$ cat config.mk
export PLATFORM = sky130hd
export DESIGN_NAME = wb_car_ctrl_master
export DESIGN_NICKNAME = d
export VERILOG_FILES = /design/src/rtl/car_pkg.sv /design/src/rtl/btn_sync.sv /design/src/rtl/wb_car_ctrl_master.sv
export SDC_FILE = /design/constraint.sdc
export NUM_CORES = 1
export LEC_CHECK = 0
export ABC_AREA = 1
export BUFFER_PORTS_ARGS = -buffer_cell sky130_fd_sc_hd__buf_2
export CAP_MARGIN = 20
export CORE_UTILIZATION = 40
export CTS_CLUSTER_DIAMETER = 80
export DETAILED_ROUTE_END_ITERATION = 8
export GPL_TIMING_DRIVEN = 0
export PLACE_DENSITY = 0.67
export SKIP_CTS_REPAIR_TIMING = 1
export SYNTH_ARGS = -nofsm -noshare
export SYNTH_HDL_FRONTEND = slang
export SYNTH_SLANG_ARGS = --single-unit
$ cat constraint.sdc
create_clock -name wb_clk_i -period 2.2 [get_ports wb_clk_i]
set_input_delay 0.33 -clock wb_clk_i [delete_from_list [all_inputs] [get_ports wb_clk_i]]
set_output_delay 0.33 -clock wb_clk_i [all_outputs]
set_load 0.02 [all_outputs]
$ cat src/rtl/car_pkg.sv
// Shared constants, VGA register map, FSM state type and bus payload for the car controller.
package car_pkg;

    localparam int unsigned X_W = 10;

    localparam logic [X_W-1:0] X_MIN  = 10'd175;
    localparam logic [X_W-1:0] X_MAX  = 10'd420;
    localparam logic [X_W-1:0] X_INIT = 10'd269;
    localparam logic [X_W-1:0] STEP   = 10'd10;

    // VGA peripheral register offsets
    localparam logic [31:0] REG_POS  = 32'h0000_0000;
    localparam logic [31:0] REG_DATA = 32'h0000_0004;

    typedef enum logic [1:0] {
        ST_INIT_WR = 2'd0,
        ST_IDLE    = 2'd1,
        ST_WRITE   = 2'd2
    } car_state_e;

    typedef struct packed {
        logic [31:0] adr;
        logic [31:0] dat;
        logic [3:0]  sel;
    } wb_wr_t;

endpackage

$ cat src/rtl/btn_sync.sv
// Two-flop synchroniser for the asynchronous pushbutton levels.
module btn_sync #(
    parameter int unsigned WIDTH = 2
) (
    input  logic             clk,
    input  logic             rst,
    input  logic [WIDTH-1:0] d_i,
    output logic [WIDTH-1:0] q_o
);

    logic [WIDTH-1:0] meta_q, meta_d;
    logic [WIDTH-1:0] sync_q, sync_d;

    always_comb begin
        meta_d = d_i;
        sync_d = meta_q;
    end

    always_ff @(posedge clk or posedge rst) begin
        if (rst) begin
            meta_q <= '0;
            sync_q <= '0;
        end else begin
            meta_q <= meta_d;
            sync_q <= sync_d;
        end
    end

    assign q_o = sync_q;

endmodule

$ cat src/rtl/wb_car_ctrl_master.sv
// Wishbone initiator that turns rate-limited button presses into writes of the
// car X coordinate to the VGA position register.
module wb_car_ctrl_master #(
    parameter logic [31:0] VGA_BASE = 32'h0000_0000,
    parameter int unsigned MOVE_DIV = 500000,
    parameter logic [9:0]  STEP     = car_pkg::STEP,
    parameter logic [9:0]  X_MIN    = car_pkg::X_MIN,
    parameter logic [9:0]  X_MAX    = car_pkg::X_MAX,
    parameter logic [9:0]  X_INIT   = car_pkg::X_INIT,
    parameter int unsigned TIMEOUT  = 16
) (
    input  logic        wb_clk_i,
    input  logic        wb_rst_i,
    input  logic        btn_left,
    input  logic        btn_right,
    input  logic        enable,
    output logic        wbm_cyc_o,
    output logic        wbm_stb_o,
    output logic        wbm_we_o,
    output logic [31:0] wbm_adr_o,
    output logic [31:0] wbm_dat_o,
    output logic [3:0]  wbm_sel_o,
    input  logic [31:0] wbm_dat_i,
    input  logic        wbm_ack_i,
    input  logic        wbm_err_i,
    output logic [9:0]  car_x_o,
    output logic        busy_o,
    output logic        err_o
);

    import car_pkg::*;

    localparam int unsigned      CNT_W      = $clog2(MOVE_DIV);
    localparam int unsigned      TO_W       = $clog2(TIMEOUT + 1);
    localparam logic [CNT_W-1:0] CNT_LAST   = CNT_W'(MOVE_DIV - 1);
    localparam logic [TO_W-1:0]  TO_LAST    = TO_W'(TIMEOUT - 1);
    localparam logic [10:0]      LEFT_FLOOR = 11'(X_MIN) + 11'(STEP);

    logic [1:0]       btn_s;
    car_state_e       state_q, state_d;
    logic [CNT_W-1:0] cnt_q, cnt_d;
    logic [TO_W-1:0]  to_q, to_d;
    logic             cyc_q, cyc_d, stb_q, stb_d, we_q, we_d;
    wb_wr_t           wr_q, wr_d;
    logic [9:0]       pend_q, pend_d, car_x_q, car_x_d;
    logic             busy_q, busy_d, err_q, err_d;

    logic             tick_c, move_c, start_c, end_c;
    logic [10:0]      sum_c;
    logic [9:0]       left_x_c, right_x_c, tgt_x_c, start_x_c;
    logic             unused_dat_c;

    btn_sync #(.WIDTH(2)) u_btn_sync (
        .clk (wb_clk_i),
        .rst (wb_rst_i),
        .d_i ({btn_left, btn_right}),
        .q_o (btn_s)
    );

    // Read data is never consumed by a write-only master.
    assign unused_dat_c = ^wbm_dat_i;

    // Clamped move targets; left compares before subtracting so it cannot wrap.
    always_comb begin
        tick_c    = (cnt_q == CNT_LAST);
        sum_c     = 11'(car_x_q) + 11'(STEP);
        right_x_c = (sum_c > 11'(X_MAX)) ? X_MAX : sum_c[9:0];
        left_x_c  = (11'(car_x_q) >= LEFT_FLOOR) ? (car_x_q - STEP) : X_MIN;
        tgt_x_c   = btn_s[1] ? left_x_c : right_x_c;
        move_c    = tick_c & enable & (btn_s[1] ^ btn_s[0]);
    end

    always_comb begin
        state_d   = state_q;
        cnt_d     = tick_c ? '0 : (cnt_q + CNT_W'(1));
        to_d      = to_q;
        cyc_d     = cyc_q;
        stb_d     = stb_q;
        we_d      = we_q;
        wr_d      = wr_q;
        pend_d    = pend_q;
        car_x_d   = car_x_q;
        busy_d    = busy_q;
        err_d     = err_q;
        start_c   = 1'b0;
        end_c     = 1'b0;
        start_x_c = X_INIT;

        case (state_q)
            ST_INIT_WR: begin
                start_c   = 1'b1;
                start_x_c = X_INIT;
            end
            ST_IDLE: begin
                // Ticks landing in other states are simply dropped.
                if (move_c && (tgt_x_c != car_x_q)) begin
                    start_c   = 1'b1;
                    start_x_c = tgt_x_c;
                end
            end
            ST_WRITE: begin
                if (wbm_err_i) begin
                    end_c = 1'b1;
                    err_d = 1'b1;
                end else if (wbm_ack_i) begin
                    end_c   = 1'b1;
                    car_x_d = pend_q;
                    err_d   = 1'b0;
                end else if (to_q == TO_LAST) begin
                    end_c = 1'b1;
                    err_d = 1'b1;
                end else begin
                    to_d = to_q + TO_W'(1);
                end
            end
            default: state_d = ST_IDLE;
        endcase

        if (start_c) begin
            state_d = ST_WRITE;
            cyc_d   = 1'b1;
            stb_d   = 1'b1;
            we_d    = 1'b1;
            wr_d    = '{adr: VGA_BASE + REG_POS, dat: 32'(start_x_c), sel: 4'hF};
            pend_d  = start_x_c;
            busy_d  = 1'b1;
            to_d    = '0;
        end

        // Returning to IDLE guarantees at least one idle bus cycle before the next start.
        if (end_c) begin
            state_d = ST_IDLE;
            cyc_d   = 1'b0;
            stb_d   = 1'b0;
            we_d    = 1'b0;
            wr_d    = '0;
            busy_d  = 1'b0;
        end
    end

    always_ff @(posedge wb_clk_i or posedge wb_rst_i) begin
        if (wb_rst_i) begin
            state_q <= ST_INIT_WR;
            cnt_q   <= '0;
            to_q    <= '0;
            cyc_q   <= 1'b0;
            stb_q   <= 1'b0;
            we_q    <= 1'b0;
            wr_q    <= '0;
            pend_q  <= X_INIT;
            car_x_q <= X_INIT;
            busy_q  <= 1'b0;
            err_q   <= 1'b0;
        end else begin
            state_q <= state_d;
            cnt_q   <= cnt_d;
            to_q    <= to_d;
            cyc_q   <= cyc_d;
            stb_q   <= stb_d;
            we_q    <= we_d;
            wr_q    <= wr_d;
            pend_q  <= pend_d;
            car_x_q <= car_x_d;
            busy_q  <= busy_d;
            err_q   <= err_d;
        end
    end

    assign wbm_cyc_o = cyc_q;
    assign wbm_stb_o = stb_q;
    assign wbm_we_o  = we_q;
    assign wbm_adr_o = wr_q.adr;
    assign wbm_dat_o = wr_q.dat;
    assign wbm_sel_o = wr_q.sel;
    assign car_x_o   = car_x_q;
    assign busy_o    = busy_q;
    assign err_o     = err_q;

endmodule

==> results of run 1 <==
-- final timing paths --
kind	from	to	slack, ns	depth (start not counted)
max	car_x_o[2]	wbm_dat_o[5]	-0.46	21
min	wb_rst_i	cnt_q[1]	0.08	2
max reg2reg	car_x_o[2]	wbm_dat_o[5]	-0.46	21
min reg2reg	u_btn_sync.meta_q[0]	u_btn_sync.q_o[0]	0.35	0
max in group asynchronous	wb_rst_i	car_x_o[8]	1.46	3
min in group wb_clk_i	btn_left	u_btn_sync.meta_q[1]	0.09	1
-- registers in the layout, summed over array words and instances (netlist names) --
signal,count
cnt_q,19
wbm_dat_o,10
wbm_sel_o,1
pend_q,10
err_o,1
u_btn_sync.q_o,2
state_q,2
to_q,5
car_x_o,10
u_btn_sync.meta_q,2
-- kinds of logic after synthesis --
kind of cell / after synthesis / share of synthesized area (%)
AO/OA/AOI/OAI: 46 / 6.25
XOR/XNOR: 9 / 1.99
adder cells (fa/ha/maj): 5 / 1.58
buffers and inverters: 138 / 19.3
flip-flops: 62 / 39.4
multiplexers: 1 / 0.253
other: 1 / 0.0947
AND/OR/NAND/NOR: 270 / 31.1
-- stage by stage --
stage | setup slack, ns | instances | total power, mW | utilization, %
floorplan | -0.273 | 585 | 2.50 | -
global placement | -0.557 | 749 | 2.81 | 48.0
detailed placement | -0.515 | 750 | 2.83 | 48.2
CTS | -0.525 | 766 | 3.85 | 50.3
global route | -0.638 | 778 | 4.18 | 52.9
finish | -0.463 | 778 | 3.92 | 52.9
-- cell type report --
cell class                      instances  area [um2]
Multi-Input combinational cell        385        1980
Clock buffer                           10         138
Inverter                               67         251
Sequential cell                        62        1560
Tap cell                              129         161
Buffer                                 71         518
Fill cell                             901        4430
Clock inverter                          6        61.3
Timing Repair Buffer                   48         307
-- cell usage in the layout (no fill, tap or decap), types with 10 or more instances in the layout --
cell and n:
a21oi_1 10, buf_4 74, nor2_1 42, inv_1 55, dfrtp_1 53, nor3_1 10
buf_2 35, clkbuf_8 10, nand2_1 116, nand4_1 25, conb_1 54, inv_2 12
nand3_1 37, o21ai_0 22, nand2_2 11
-- per-layer routing --
layer | routed length (um) | track usage [%] | up-vias
li1 | - | - | 1823
met4 | 61 | 4.01 | 0
met3 | 426 | 5.24 | 8
met2 | 4360 | 27.6 | 83
met1 | 4070 | 21.7 | 1620
met5 | 0 | 0 | -
-- power by group through the flow --
stage	sequential (mW)	combinational (mW)	clock, mW
2_1_floorplan	1.56	0.944	0
3_3_place_gp	1.48	1.33	0
3_5_place_dp	1.48	1.35	0
4_1_cts	1.46	1.35	1.03
5_1_grt	1.49	1.60	1.09
6_report	1.47	1.44	1.02
==> flow_metrics.tcl, run 1 <==
set metrics [dict create \
    status "finished with violations" \
    grt_max_degree 33 \
    synth_edf_count 0 \
    cp_cell_sequence "inv_2 > ha_4 > a21boi_2 > nor2_2 > nand2_1 > nand2_1 > nand2_1 > nand2_2 > nand2_2 > nand2_4 > nand2_2 > nand2_1 > nand2_1 > nand2_1 > nor2_2 > nand3_4 > nand3_4 > nand2_4 > buf_8 > nand2_2 > nand2_1" \
    ys_async_sr_fraction_pct 100 \
    cts.sinks 62 \
    grt_pass1_vias 2929 \
    yosys-top-cells-count "nand2_1 (121), buf_4 (64), inv_1 (61)" \
    ios 122 \
    wl_per_cell_um 11.5 \
    synth.most_common_cell "nand2_1" \
    drcViolationCount 0 \
    p_sw_share_pct 38.2 \
    ys_ff_latch 62 \
    grt_use_total_pct 16.9 \
    synth_top_cell_area_share_pct 34.1 \
    critical_path.top_delay_family "simple AND/OR/NAND/NOR gates" \
    yosys.area.top_type "dfrtp_1" \
    final_hold_viol_count 0 \
    slew_viol_final 0 \
    vias 3534 \
    die_width_um 102 \
    drt_wl_total_mm 8.91 \
    clk_path_buf_depth 2 \
    firstDrtPassIters 5 \
    period_minus_slack_ns 2.66 \
    antenna_found_initial 0 \
    cts-root-buf "clkbuf_8" \
    ir_drop_uv 364 \
    startpoint_type "flip-flop" \
    power.internal_mw 2.42 \
    drtAntennaViolNets 0 \
    p_sw_mw 1.50 \
    cp.arrival_ns 2.91 \
    worstPathBufferInverterCount 2 \
    insertedDiodeCount 0 \
    placed_cell_area_um2 4540 \
    die_area_um2 10300 \
    core_area_um2 9420 \
    critPathMaxFanout 7 \
    yosys-top-cells-area "dfrtp_1 (34%), buf_4 (12%), nand2_1 (11%)" \
    fin_hold_ws_ns 0.0762 \
    synth_flop_cell "dfrtp_1" \
    p_comb_share_pct 36.7 \
    seqPwrFrac_pct 37.4 \
    fin_skew_ns 0.0130 \
    maxCapViolCount 0 \
    cts_htree_levels 3 \
    start_util_pct 42.1 \
    hpwl_mm 6.51 \
    ys.warnings.count 0 \
    timing.fmax_mhz 376 \
    fin_ws_ns -0.463 \
    tns_ns -11.43 \
    hold_class "input pin to asynchronous set/reset pin" \
    rsz0062_at_grt "yes" \
    syn2layout_area_growth_pct 25.8 \
    io_buffers 35 \
    drive_above_1_share_pct 29.6 \
    slowest_stage "dfstp_2" \
    grt_pass1_wl_mm 13.5 \
    insertion_delay_ns 0.35 \
    synthDistinctLibCells 34 \
    endpoint_kind "flip-flop" \
    rows 35 \
    max_slew_margin_pct 51.5 \
    max_stage_delay_ns 0.60 \
    stdcell_area_um2 4980 \
    overflow 0 \
    pwr-share-clk_pct 25.9 \
    cts_made_buffers 9 \
    p_per_area_nw_per_um2 787 \
    final_nets 688 \
    tightest_slew_ns 0.725 \
    worstPathRequired_ns 2.45 \
    drtIter0Drc 109 \
    p_leak_nw 2.67 \
    clkTransAtPathRegs_ns 0.07 \
    synth_area_um2 3960 \
    violations "negative setup slack" \
    via_per_inst 4.54 \
    gp_congestion 0.879 \
    setup_violations 28 \
    tritoncts "built" \
    path_common_cell "nand2_1" \
    seq_area_frac_synth_pct 39.4 \
    critPathKind "flip-flop to flip-flop" \
    min_period_over_period_pct 121 \
    syn_avg_cell_area_um2 7.45 \
    synth_cells 532 \
    die_y_um 102 \
]
(Power assumes the default switching activity.)
==> run 2, diff against run 1 <==
--- a/config.mk
+++ b/config.mk
@@ -13,6 +13,7 @@
 export DETAILED_ROUTE_END_ITERATION = 8
 export GPL_TIMING_DRIVEN = 0
 export PLACE_DENSITY = 0.67
+export REMOVE_ABC_BUFFERS = 1
 export SKIP_CTS_REPAIR_TIMING = 1
 export SYNTH_ARGS = -nofsm -noshare
 export SYNTH_HDL_FRONTEND = slang
==> flow_metrics.tcl, run 2 (same netlist as run 1, synthesis figures left out) <==
set metrics [dict create \
    status "finished with violations" \
    violations "negative hold slack, negative setup slack" \
    final_hold_viol_count 16 \
    clkTransAtPathRegs_ns 0.08 \
    grt_pass1_vias 3025 \
    grt_max_degree 45 \
    cp.arrival_ns 2.97 \
    tns_ns -13.56 \
    core_area_um2 9420 \
    setup_violations 28 \
    crit_path_start "car_x_o[2]" \
    start_util_pct 42.1 \
    tightest_slew_ns 0.846 \
    fin_hold_ws_ns -0.0304 \
    ios 122 \
    slew_viol_final 0 \
    tritoncts "built" \
    insertion_delay_ns 0.35 \
    via_per_inst 4.80 \
    worstPathBufferInverterCount 2 \
    timing.fmax_mhz 366 \
    fin_cells 710 \
    fin_ws_ns -0.535 \
    cts_htree_levels 3 \
    drt_wl_total_mm 8.49 \
    ir_drop_uv 372 \
    largest_register "cnt_q" \
    die_width_um 102 \
    antenna_found_initial 0 \
    max_slew_margin_pct 43.5 \
    syn2layout_area_growth_pct 14.1 \
    cts_made_buffers 9 \
    p_per_area_nw_per_um2 827 \
    power.total_mw 3.74 \
    rows 35 \
    vias 3409 \
    grt_use_total_pct 16.6 \
    critPathMaxFanout 12 \
    dp_slack_ns -0.776 \
    hpwl_mm 5.99 \
    grt_pass1_wl_mm 13.5 \
    placed_cell_area_um2 4020 \
    startpoint_type "flip-flop" \
    layout_common_cells "nand2_1 (113), inv_1 (56), conb_1 (54), dfrtp_1 (53), nor2_1 (43)" \
    wl_per_cell_um 12.0 \
    drcViolationCount 0 \
    io_buffers 35 \
    fillers 910 \
    fin_skew_ns 0.0120 \
    endpoint_kind "flip-flop" \
    final_common_cell "nand2_1" \
    cts.sinks 62 \
    cp_cell_sequence "buf_6 > buf_4 > nand2_1 > nand2_2 > nand2_1 > xor2_2 > nand2_1 > nand2_2 > nand2_2 > nand2_4 > nand2_1 > nand2_1 > nand2_1 > nand2_1 > nor2_2 > nand3_4 > nand3_4 > nand2_8 > nand2_2 > nand2_1" \
    largest_reg_flops 19 \
    path_common_cell "nand2_1" \
    p_leak_nw 2.36 \
    hold_class "input pin to asynchronous set/reset pin" \
    drtIter0Drc 246 \
    min_period_over_period_pct 124 \
    cts-root-buf "clkbuf_8" \
    maxCapViolCount 0 \
    firstDrtPassIters 5 \
    insertedDiodeCount 0 \
    die_y_um 102 \
    timing.rr.start "car_x_o[2]" \
    slowest_stage "dfstp_2" \
    clk_path_buf_depth 2 \
    overflow 0 \
    critPathKind "flip-flop to flip-flop" \
    place_inst 680 \
    max_stage_delay_ns 0.59 \
    rsz0062_at_grt "yes" \
    gp_congestion 0.852 \
    period_minus_slack_ns 2.73 \
    drive_above_1_share_pct 22.2 \
    worstPathRequired_ns 2.43 \
    drtAntennaViolNets 0 \
    stdcell_area_um2 4520 \
    final_nets 620 \
    critical_path.top_delay_family "simple AND/OR/NAND/NOR gates" \
    finish.utilization_pct 48.0 \
    die_area_um2 10300 \
]
==> run 2: cell count changes in the layout (fill, tap and decap cells not counted), sizes merged <==
| cell | before | now |
|---|---|---|
| nand3 | 42 | 43 |
| clkbuf | 17 | 11 |
| clkinv | 4 | 3 |
| clkinvlp | 1 | 2 |
| buf | 112 | 49 |
==> run 2: cell type report <==
class                      count  area, um2  share of cell area [%]
sequential                    62       1560                    34.6
timing repair buffer          50        333                    7.36
multi-input combinational    386       2000                    44.3
tap                          129        161                    3.57
clock buffer                  10        138                    3.05
inverter                      67        251                    5.56
clock inverter                 6       71.3                    1.58
==> run 2: final timing paths <==
path / to / slack [ns] / cells after the start
hold reg to reg: u_btn_sync.q_o[1] / 0.35 / 0
setup / recovery: wbm_dat_o[3] / -0.53 / 20
setup reg to reg: wbm_dat_o[3] / -0.53 / 20
max in group asynchronous: pend_q[3] / 1.60 / 3
min in group wb_clk_i: u_btn_sync.meta_q[1] / 0.08 / 1
hold / removal: wbm_dat_o[7] / -0.03 / 2
==> run 2: routing by layer <==
| layer | routed length [um] | global-route usage (%) | vias to the layer above |
|---|---|---|---|
| met2 | 4330 | 28.8 | 103 |
| met5 | 0 | 0 | - |
| li1 | - | - | 1688 |
| met1 | 3670 | 20.5 | 1607 |
| met3 | 391 | 3.66 | 11 |
| met4 | 105 | 5.46 | 0 |
==> run 2: power breakdown <==
part	internal [mW]	leakage, nW	switching (mW)
registers	1.32	0.777	0.142
logic	0.385	1.49	0.851
clock network	0.559	0.0987	0.476
==> run 2: worst reg2reg max path: cells and delay by family (launching register included) <==
kind,cells,cell delay [ns]
flops,1,0.59
buf+inv,2,0.21
xor+xnor,1,0.17
simple gates,17,1.63
